### config.mk
export PLATFORM = sky130hd
export DESIGN_NAME = vram_blit_engine
export DESIGN_NICKNAME = d
export VERILOG_FILES = /design/src/rtl/vram_blit_pkg.sv /design/src/rtl/blit_region_picker.sv /design/src/rtl/vram_blit_engine.sv
export SDC_FILE = /design/constraint.sdc
export NUM_CORES = 1
export LEC_CHECK = 0
export ABC_AREA = 1
export CORE_UTILIZATION = 46
export DETAILED_ROUTE_END_ITERATION = 7
export PLACE_DENSITY = 0.79
export SLEW_MARGIN = 20
export SYNTH_ARGS = -nofsm -noshare
export SYNTH_HDL_FRONTEND = slang
export SYNTH_SLANG_ARGS = --single-unit
### constraint.sdc
create_clock -name clk -period 2.04 [get_ports clk]
set_clock_uncertainty 0.1 [all_clocks]
set_input_delay 0.408 -clock clk [delete_from_list [all_inputs] [get_ports clk]]
set_output_delay 0.408 -clock clk [all_outputs]
set_load 0.02 [all_outputs]
### src/rtl/vram_blit_pkg.sv
// rtl/vram_blit_pkg.sv - shared FSM states, width helpers and strobe idle levels for the VRAM blit engine
package vram_blit_pkg;

  typedef enum logic [2:0] {
    ST_IDLE,
    ST_SELECT,
    ST_RD,
    ST_WR,
    ST_REC
  } blit_state_e;

  localparam logic STROBE_IDLE = 1'b1;
  localparam logic OE_IDLE     = 1'b0;

  function automatic int idx_w(input int n);
    return (n > 1) ? $clog2(n) : 1;
  endfunction

endpackage

### src/rtl/blit_region_picker.sv
// rtl/blit_region_picker.sv - combinational lowest-set-bit priority encoder over the active region mask
module blit_region_picker #(
  parameter int N     = 8,
  parameter int IDX_W = 3
) (
  input  logic [N-1:0]     mask,
  output logic [IDX_W-1:0] idx,
  output logic             valid
);

  always_comb begin
    idx   = '0;
    valid = |mask;
    for (int i = N - 1; i >= 0; i--) begin
      if (mask[i]) idx = IDX_W'(i);
    end
  end

endmodule

### src/rtl/vram_blit_engine.sv
// rtl/vram_blit_engine.sv - vblank-gated back->front VRAM region copier with suspend/resume
// Optional BLIT_FILL_EN adds fill_req/fill_value for constant-fill regions.
module vram_blit_engine
  import vram_blit_pkg::*;
#(
  parameter int ADDR_W       = 13,
  parameter int DATA_W       = 8,
  parameter int NUM_REGIONS  = 8,
  parameter int REGION_WORDS = 1024
) (
  input  logic                   clk,
  input  logic                   rst_n,
  input  logic                   vblank,
  input  logic [NUM_REGIONS-1:0] copy_req,
  output logic [NUM_REGIONS-1:0] pending,
  output logic                   busy,
  output logic                   done,
  output logic                   bus_own,
  output logic [ADDR_W-1:0]      back_vram_addr,
  output logic                   back_vram_rd_low,
  input  logic [DATA_W-1:0]      back_vram_data_in,
  output logic [ADDR_W-1:0]      front_vram_addr,
  output logic [DATA_W-1:0]      front_vram_data_out,
  output logic                   front_vram_data_oe,
  output logic                   front_vram_wr_low
`ifdef BLIT_FILL_EN
  ,
  input  logic [NUM_REGIONS-1:0] fill_req,
  input  logic [DATA_W-1:0]      fill_value
`endif
);

  localparam int REGION_W = idx_w(NUM_REGIONS);
  localparam int OFFSET_W = idx_w(REGION_WORDS);

  logic [NUM_REGIONS-1:0] fill_req_i;
  logic [DATA_W-1:0]      fill_value_i;

`ifdef BLIT_FILL_EN
  assign fill_req_i   = fill_req;
  assign fill_value_i = fill_value;
`else
  assign fill_req_i   = '0;
  assign fill_value_i = '0;
`endif

  blit_state_e            state_q, state_d;
  logic                   vblank_q, vblank_rise;
  logic [NUM_REGIONS-1:0] pending_q, pending_d;
  logic [NUM_REGIONS-1:0] pending_fill_q, pending_fill_d;
  logic [NUM_REGIONS-1:0] active_q, active_d;
  logic [NUM_REGIONS-1:0] active_fill_q, active_fill_d;
  logic [NUM_REGIONS-1:0] cur_mask, clr_mask;
  logic [REGION_W-1:0]    region_q, region_d;
  logic [OFFSET_W-1:0]    offset_q, offset_d;
  logic                   fill_q, fill_d;
  logic [ADDR_W-1:0]      addr_q, addr_d;
  logic [DATA_W-1:0]      data_q, data_d;
  logic                   rd_low_q, rd_low_d;
  logic                   wr_low_q, wr_low_d;
  logic                   oe_q, oe_d;
  logic                   bus_own_q, bus_own_d;
  logic                   done_q, done_d;
  logic [REGION_W-1:0]    pick_idx;
  logic                   pick_valid;

  blit_region_picker #(
    .N     (NUM_REGIONS),
    .IDX_W (REGION_W)
  ) u_picker (
    .mask  (active_q),
    .idx   (pick_idx),
    .valid (pick_valid)
  );

  always_comb begin
    state_d     = state_q;
    region_d    = region_q;
    offset_d    = offset_q;
    fill_d      = fill_q;
    vblank_rise = vblank & ~vblank_q;
    cur_mask    = '0;
    cur_mask[region_q] = 1'b1;
    clr_mask    = '0;

    unique case (state_q)
      ST_IDLE: begin
        if (vblank && (|active_q)) state_d = ST_SELECT;
      end
      ST_SELECT: begin
        // A suspended region keeps priority so its saved offset stays meaningful.
        if (offset_q == '0) region_d = pick_idx;
        fill_d  = active_fill_q[region_d];
        state_d = !pick_valid ? ST_IDLE : (fill_d ? ST_WR : ST_RD);
      end
      ST_RD: state_d = ST_WR;
      ST_WR: state_d = ST_REC;
      ST_REC: begin
        if (&offset_q) begin
          clr_mask = cur_mask;
          offset_d = '0;
          state_d  = (vblank && (|(active_q & ~cur_mask))) ? ST_SELECT : ST_IDLE;
        end else begin
          offset_d = offset_q + 1'b1;
          state_d  = !vblank ? ST_IDLE : (fill_q ? ST_WR : ST_RD);
        end
      end
      default: state_d = ST_IDLE;
    endcase

    pending_d      = (vblank_rise ? '0 : pending_q) | copy_req;
    pending_fill_d = (vblank_rise ? '0 : pending_fill_q) | fill_req_i;
    active_d       = (active_q & ~clr_mask) | (vblank_rise ? (pending_q | pending_fill_q) : '0);
    active_fill_d  = (active_fill_q & ~clr_mask) | (vblank_rise ? pending_fill_q : '0);

    // Strobes are registered from the next state so they change only on clock edges.
    rd_low_d  = (state_d != ST_RD);
    wr_low_d  = (state_d != ST_WR);
    oe_d      = (state_d == ST_WR) || (state_d == ST_REC);
    bus_own_d = (state_d != ST_IDLE);

    addr_d = addr_q;
    if ((state_d == ST_RD) || ((state_d == ST_WR) && (state_q != ST_RD)))
      addr_d = ADDR_W'({region_d, offset_d});

    data_d = data_q;
    if (state_d == ST_WR)
      data_d = (state_q == ST_RD) ? back_vram_data_in : fill_value_i;

    done_d = (state_d == ST_REC) && (&offset_q) && !(|(active_d & ~cur_mask));
  end

  always_ff @(posedge clk or negedge rst_n) begin
    if (!rst_n) begin
      state_q        <= ST_IDLE;
      vblank_q       <= 1'b0;
      pending_q      <= '0;
      pending_fill_q <= '0;
      active_q       <= '0;
      active_fill_q  <= '0;
      region_q       <= '0;
      offset_q       <= '0;
      fill_q         <= 1'b0;
      addr_q         <= '0;
      data_q         <= '0;
      rd_low_q       <= STROBE_IDLE;
      wr_low_q       <= STROBE_IDLE;
      oe_q           <= OE_IDLE;
      bus_own_q      <= 1'b0;
      done_q         <= 1'b0;
    end else begin
      state_q        <= state_d;
      vblank_q       <= vblank;
      pending_q      <= pending_d;
      pending_fill_q <= pending_fill_d;
      active_q       <= active_d;
      active_fill_q  <= active_fill_d;
      region_q       <= region_d;
      offset_q       <= offset_d;
      fill_q         <= fill_d;
      addr_q         <= addr_d;
      data_q         <= data_d;
      rd_low_q       <= rd_low_d;
      wr_low_q       <= wr_low_d;
      oe_q           <= oe_d;
      bus_own_q      <= bus_own_d;
      done_q         <= done_d;
    end
  end

  assign pending             = pending_q | pending_fill_q;
  assign busy                = |active_q;
  assign done                = done_q;
  assign bus_own             = bus_own_q;
  assign back_vram_addr      = addr_q;
  assign back_vram_rd_low    = rd_low_q;
  assign front_vram_addr     = addr_q;
  assign front_vram_data_out = data_q;
  assign front_vram_data_oe  = oe_q;
  assign front_vram_wr_low   = wr_low_q;

endmodule

Word-level counts from Yosys, hierarchy flattened
Cells that the tools add are included.

operators by class
  eq/ne operators = 10
  bitwise gates (word level) = 10
  magnitude comparators = 3
  reduce and logical (&&, ||, !) cells = 16
  muxes and demuxes = 30
  add/subtract/negate cells = 1

operators with widths
  kind                   number
  $mux 8                 5
  $mux 3                 12
  $and 8x8->8            4
  $reduce_or 8->1        3
  $mux 10                2
  $not 8->8              2
  $or 8x8->8             2
  $pmux 3 s5             1
  $eq 3x2->1 const B     4
  $add 10x1->10 const B  1
  $logic_not 10->1       1
  $reduce_and 10->1      1
  $ne 3x2->1 const B     3
  $lt 3x4->1 const B     2
  $eq 3x3->1 const B     2
  $logic_and 1x1->1      6
  $mux 2                 3
  $mux 1                 5
  $bmux 1 s3             1
  $demux 1 s3            1
  $eq 3x1->1 const B     1
  $ge 3x1->1 const B     1
  $logic_not 3->1        1
  $reduce_bool 3->1      1
  4 further kinds        5

word-level totals
  input bits = 19
  register bits = 68
  logic and storage cells = 85

Depth between registers and ports, before layout
  depth in word-level cells = 18
  gate-level depth with buffers = 18
  mapped depth without buffers = 18

Cells and area by module
Synthesis repeated with hierarchy kept, for this count alone.

second synthesis, totals
  cell total of the unflattened synthesis = 391
  area total of the unflattened synthesis = 3274.4 µm²

by module, submodules not included
  module              area an instance (µm²)  sequential area each (µm²)  instances  cells each
  vram_blit_engine    3175.5                  1704.1                      1          369
  blit_region_picker  98.8                    0.0                         1          22

Worst setup path after synthesis
No wires, ideal clock.

  kind = register to register
  start point = register offset_q[0]
  end point = register data_q[0] (netlist: front_vram_data_out[0])
  setup time = 0.117 ns
  setup slack = 0.077 ns
  buffers on the path = 0
  stages on the path, launching flop included = 16
  data arrival time = 1.746 ns
  required time = 1.823 ns
  cells stage by stage = dfrtp_1 -> inv_1 -> ha_1 -> nand3_2 -> nor3_1 -> nand2_1 -> nand2_2 -> nand2_1 -> nand3_1 -> nand3_1 -> nand2_1 -> nand2_2 -> nand2_4 -> nand2_4 -> nand2_1 -> nand2_1

on the way
  cells in the longest elaborated chain, start to end = 9
  elaborated cells on any way between the ends = 11
  those cells by class = eq/ne: 1; mux: 8; reduce/logical: 2

ends and longest elaborated chain
  element                       line                     RTL
  from (decl)                   vram_blit_engine.sv:55   logic [OFFSET_W-1:0] offset_q, offset_d;
  from (signal assigned)        vram_blit_engine.sv:159  offset_q <= offset_d;
  $logic_not 10->1              vram_blit_engine.sv:92   if (offset_q == '0) region_d = pick_idx;
  $mux 3                        vram_blit_engine.sv:92
  $mux 3                        vram_blit_engine.sv:86   unique case (state_q)
  $bmux 1 s3                    vram_blit_engine.sv:93   fill_d = active_fill_q[region_d];
  $mux 1 (implied by the code)  vram_blit_engine.sv:93
  $mux 1                        vram_blit_engine.sv:94   state_d = !pick_valid ? ST_IDLE : (fill_d ? ST_WR : ST_RD);
  $mux 2                        vram_blit_engine.sv:94
  $pmux 3 s5 *                  vram_blit_engine.sv:86
  via state_d[0]                vram_blit_engine.sv:47   blit_state_e state_q, state_d;
  $eq 3x2->1 *                  vram_blit_engine.sv:127  if (state_d == ST_WR)
  to (signal assigned)          vram_blit_engine.sv:162  data_q <= data_d;
  to (decl)                     vram_blit_engine.sv:58   logic [DATA_W-1:0] data_q, data_d;

Mark *: on every way through the listed nets, which the timed path passes. The rest lies on a longest branch. The select of a mux whose other input is x is not followed.
A chain may end at the register's enable or synchronous reset.

Final worst setup path
  start point = register offset_q[0]
  end point = register data_q[2] (netlist: front_vram_data_out[2])

The elaborated chain is that of the path after synthesis.

==> flow_summary.ini <==
[global_route]
grt_remaining_overflow = 0
number_of_global_route_vias_before_repair = 2707
largest_net_degree_at_the_start_of_global_routing = 69
grt_antenna_before_repair = 0
grt_first_pass_wirelength_mm = 12.4
grt.total_usage_pct = 21.9

[yosys]
mappedNetlistNets = 400
yosys_warnings = 0
seq_cells_post_synth = 68
post_synth.cell_area_avg_sq_um = 8.60
combinational_family_with_the_most_area_after_synthesis = simple AND/OR/NAND/NOR gates
area_share_of_fa_ha_maj_cells_after_synthesis_pct = 0.768
cell_variety_after_synth = 33
yosys.area_share.xor_xnor_pct = 0.806
post_synth_mux_area_share_pct = 0
synth-simple-area-share_pct = 26.6
area_fraction_in_compound_gates_after_synthesis_pct = 9.60
synth.cell_area_sq_mm = 0.00326
synth_cells = 379
synth-seq-area-share_pct = 52.3

[pwr]
clock_network_power_share_pct = 18.1
switching_power_mw = 2.28
p_int_mw = 3.27
combinationalPowerShare_pct = 48.6
sw_frac_of_total_pct = 41.1
share_seq_of_total_power_pct = 33.3
ir_drop_uv = 1140
total_leakage_power_nw = 2.23
total_power_divided_by_cell_area_mw_per_mm2 = 1210

[route]
drtIter0Drc = 150
detailedRoute.firstPassIterationCount = 6
detail_route.wl_per_cell_um = 13.5
num_vias = 2893
remaining_drc_errors = 0
ant_nets = 0
routed_via_density = 4.99
finalWirelength_mm = 7.84

[finish]
fin_area_sq_mm = 0.00461
fin_nets = 500
drive_above_1_share_pct = 25.2
flow.area_growth_from_synthesis_pct = 41.4
num_antenna_cells = 0
layout_commonest_cell = sky130_fd_sc_hd__nand2_1
most-common-layout-cells = 93 x sky130_fd_sc_hd__nand2_1, 64 x sky130_fd_sc_hd__dfrtp_1, 64 x sky130_fd_sc_hd__clkdlybuf4s50_1, 40 x sky130_fd_sc_hd__inv_1, 34 x sky130_fd_sc_hd__buf_4

[setup_path]
critPathLaunchType = flip-flop
cp_data_required_time_ns = 2.17
setup.worst_path.end_class = flip-flop
criticalPathCategory = flip-flop to flip-flop
bufs_and_invs_on_worst_path = 2
cp_peak_stage_delay_ns = 0.39
critical_path.slowest_cell = sky130_fd_sc_hd__dfrtp_1
worstPathCellList = buf_6 > inv_4 > ha_4 > nand3_4 > nor3_4 > nand2_2 > nand2_4 > nand2_1 > nand3_1 > nand3b_1 > nand2_2 > nand2_4 > nand2_8 > nand2_4 > nand2_1 > nand2_1
timing.critical_path.max_delay_family = simple AND/OR/NAND/NOR gates
crit_arrival_ns = 2.24
critical_path.max_fanout = 5

[floorplan]
floorplan.initialDensity_pct = 47.7
rows = 30
die-width_um = 86.2
die_height_um = 86.2
core-area_sq_mm = 0.00683
io_pins = 67
die_footprint_sq_mm = 0.00742

[cts]
cts_buffer_depth = 2
cts.clk_slew.worst_paths_ns = 0.07
cts_num_sinks = 68
cts_inserted_buffers = 9
ctsRootBufferMaster = sky130_fd_sc_hd__clkbuf_8
cts_tree = done
cts-htree-levels = 3
clk-insertion-delay-late_ns = 0.34

[placed_design]
place_ws_ns = -0.123
routabilityCongestion = 0.911
hpwlAfterDp_mm = 5.24
numPortBuffers = 66
detailed_place.area_sq_mm = 0.00412

[timing]
setup_total_negative_slack_ns = -0.881
timing.final.ws_setup_ns = -0.0695
rsz0062_at_grt = yes
period_needed_ns = 2.11
final-hold-violation-count = 0
setup-violations-final = 26
layout_worst_path_cycle_share_pct = 103
max_freq_mhz = 474
tightest_slew_ns = 0.383
final_max_slew_viol_count = 0
slew_headroom_pct = 74.2

[outcome]
status = finished, violations left
violations = negative setup slack

[worst_hold_path]
min_path_type = flip-flop to flip-flop

[flow_run]
number_of_max_cap_violations = 0
## synth_stat cells, drive strengths merged
cell type  count  area (sq um)
a21o           1          7.51
a21oi          5          28.8
and2           1          6.26
buf           18           125
clkbuf         1          3.75
dfrtp         66          1650
dfstp          2          52.6
ha             2          25.0
inv           52           195
nand2        112           455
nand3         26           140
nand3b         1          7.51
nand4          3          18.8
nor2          26           128
nor3          11          82.6
nor4           2          27.5
o21a           8          60.1
o21ai         29           145
o21bai         7          52.6
o22ai          3          18.8
xor2           3          26.3
## layout make-up
class                   instances  area [sq um]
clock buffers                  14           163
clock inverters                 2          12.5
fillers                       537          2220
inverters                      52           200
multi-input cells             241          1400
flip-flops and latches         68          1710
well taps                      96           120
repair buffers                107          1010
## worst paths after layout
check	from	endpoint	slack, ns	depth (start not counted)
worst max-delay path	offset_q[0]	front_vram_data_out[2]	-0.07	16
worst min-delay path	front_vram_data_out[4]	front_vram_data_out[4]	0.37	2
worst max register to register	offset_q[0]	front_vram_data_out[2]	-0.07	16
worst min register to register	front_vram_data_out[4]	front_vram_data_out[4]	0.37	2
max in group asynchronous	rst_n	front_vram_wr_low	0.99	3
min in group asynchronous	rst_n	pending_q[1]	0.51	3
## stage by stage
step | power (mW) | hold WS (ns) | std cells | util [%]
2_1_floorplan | 3.21 | 0.0124 | 379 | -
3_3_place_gp | 4.01 | 0.352 | 547 | 60.3
3_5_place_dp | 4.08 | 0.356 | 547 | 60.3
4_1_cts | 5.26 | 0.375 | 569 | 64.6
5_1_grt | 5.88 | 0.390 | 580 | 67.5
6_report | 5.55 | 0.369 | 580 | 67.5
## what timing repair did
action | CTS | global route
setup endpoints to repair | 11 | 29
setup buffers | 5 | 10
hold buffers | 1 | 0
gates cloned | 0 | 1
resized for setup | 22 | 46
pin swaps | 8 | 23
hold endpoints to repair | 63 | 0
## routing by layer
metal | part of all wire, % | up-vias | global-route usage, % | wire length, um
met5 | 0 | - | 0 | 0
li1 | - | 1394 | - | -
met3 | 5.2 | 19 | 4.91 | 406
met4 | 2.3 | 0 | 8.64 | 184
met1 | 43 | 1372 | 28.6 | 3380
met2 | 49 | 108 | 35.4 | 3860
## cell families after synthesis
group	Yosys count
compound gates	53
xor+xnor	3
fa+ha+maj	2
buf+inv	71
flops	68
simple gates	182
## tightest hold or removal path, stage by stage, from the launching register on
cell	delay (ns)
sky130_fd_sc_hd__dfrtp_1	0.34
sky130_fd_sc_hd__nand2_1	0.05
sky130_fd_sc_hd__nand2_1	0.04
## power groups by stage
stage	Combinational (mW)	Sequential, mW	Clock, mW
after detailed placement	2.24	1.84	0
after CTS	2.41	1.83	1.02
after floorplan	1.20	2.01	0
final	2.70	1.85	1.01
after global routing	2.91	1.88	1.09
after global placement	2.17	1.83	0
## sequential cells by signal (all words and copies together) (netlist names)
name and flops:
back_vram_addr 13, active_fill_q 8, vblank_q 1, pending_q 8, active_q 8, done 1
bus_own 1, front_vram_data_out 8, fill_q 1, front_vram_data_oe 1, back_vram_rd_low 1, front_vram_wr_low 1
offset_q 10, region_q 3, state_q 3
(Power assumes the default switching activity.)
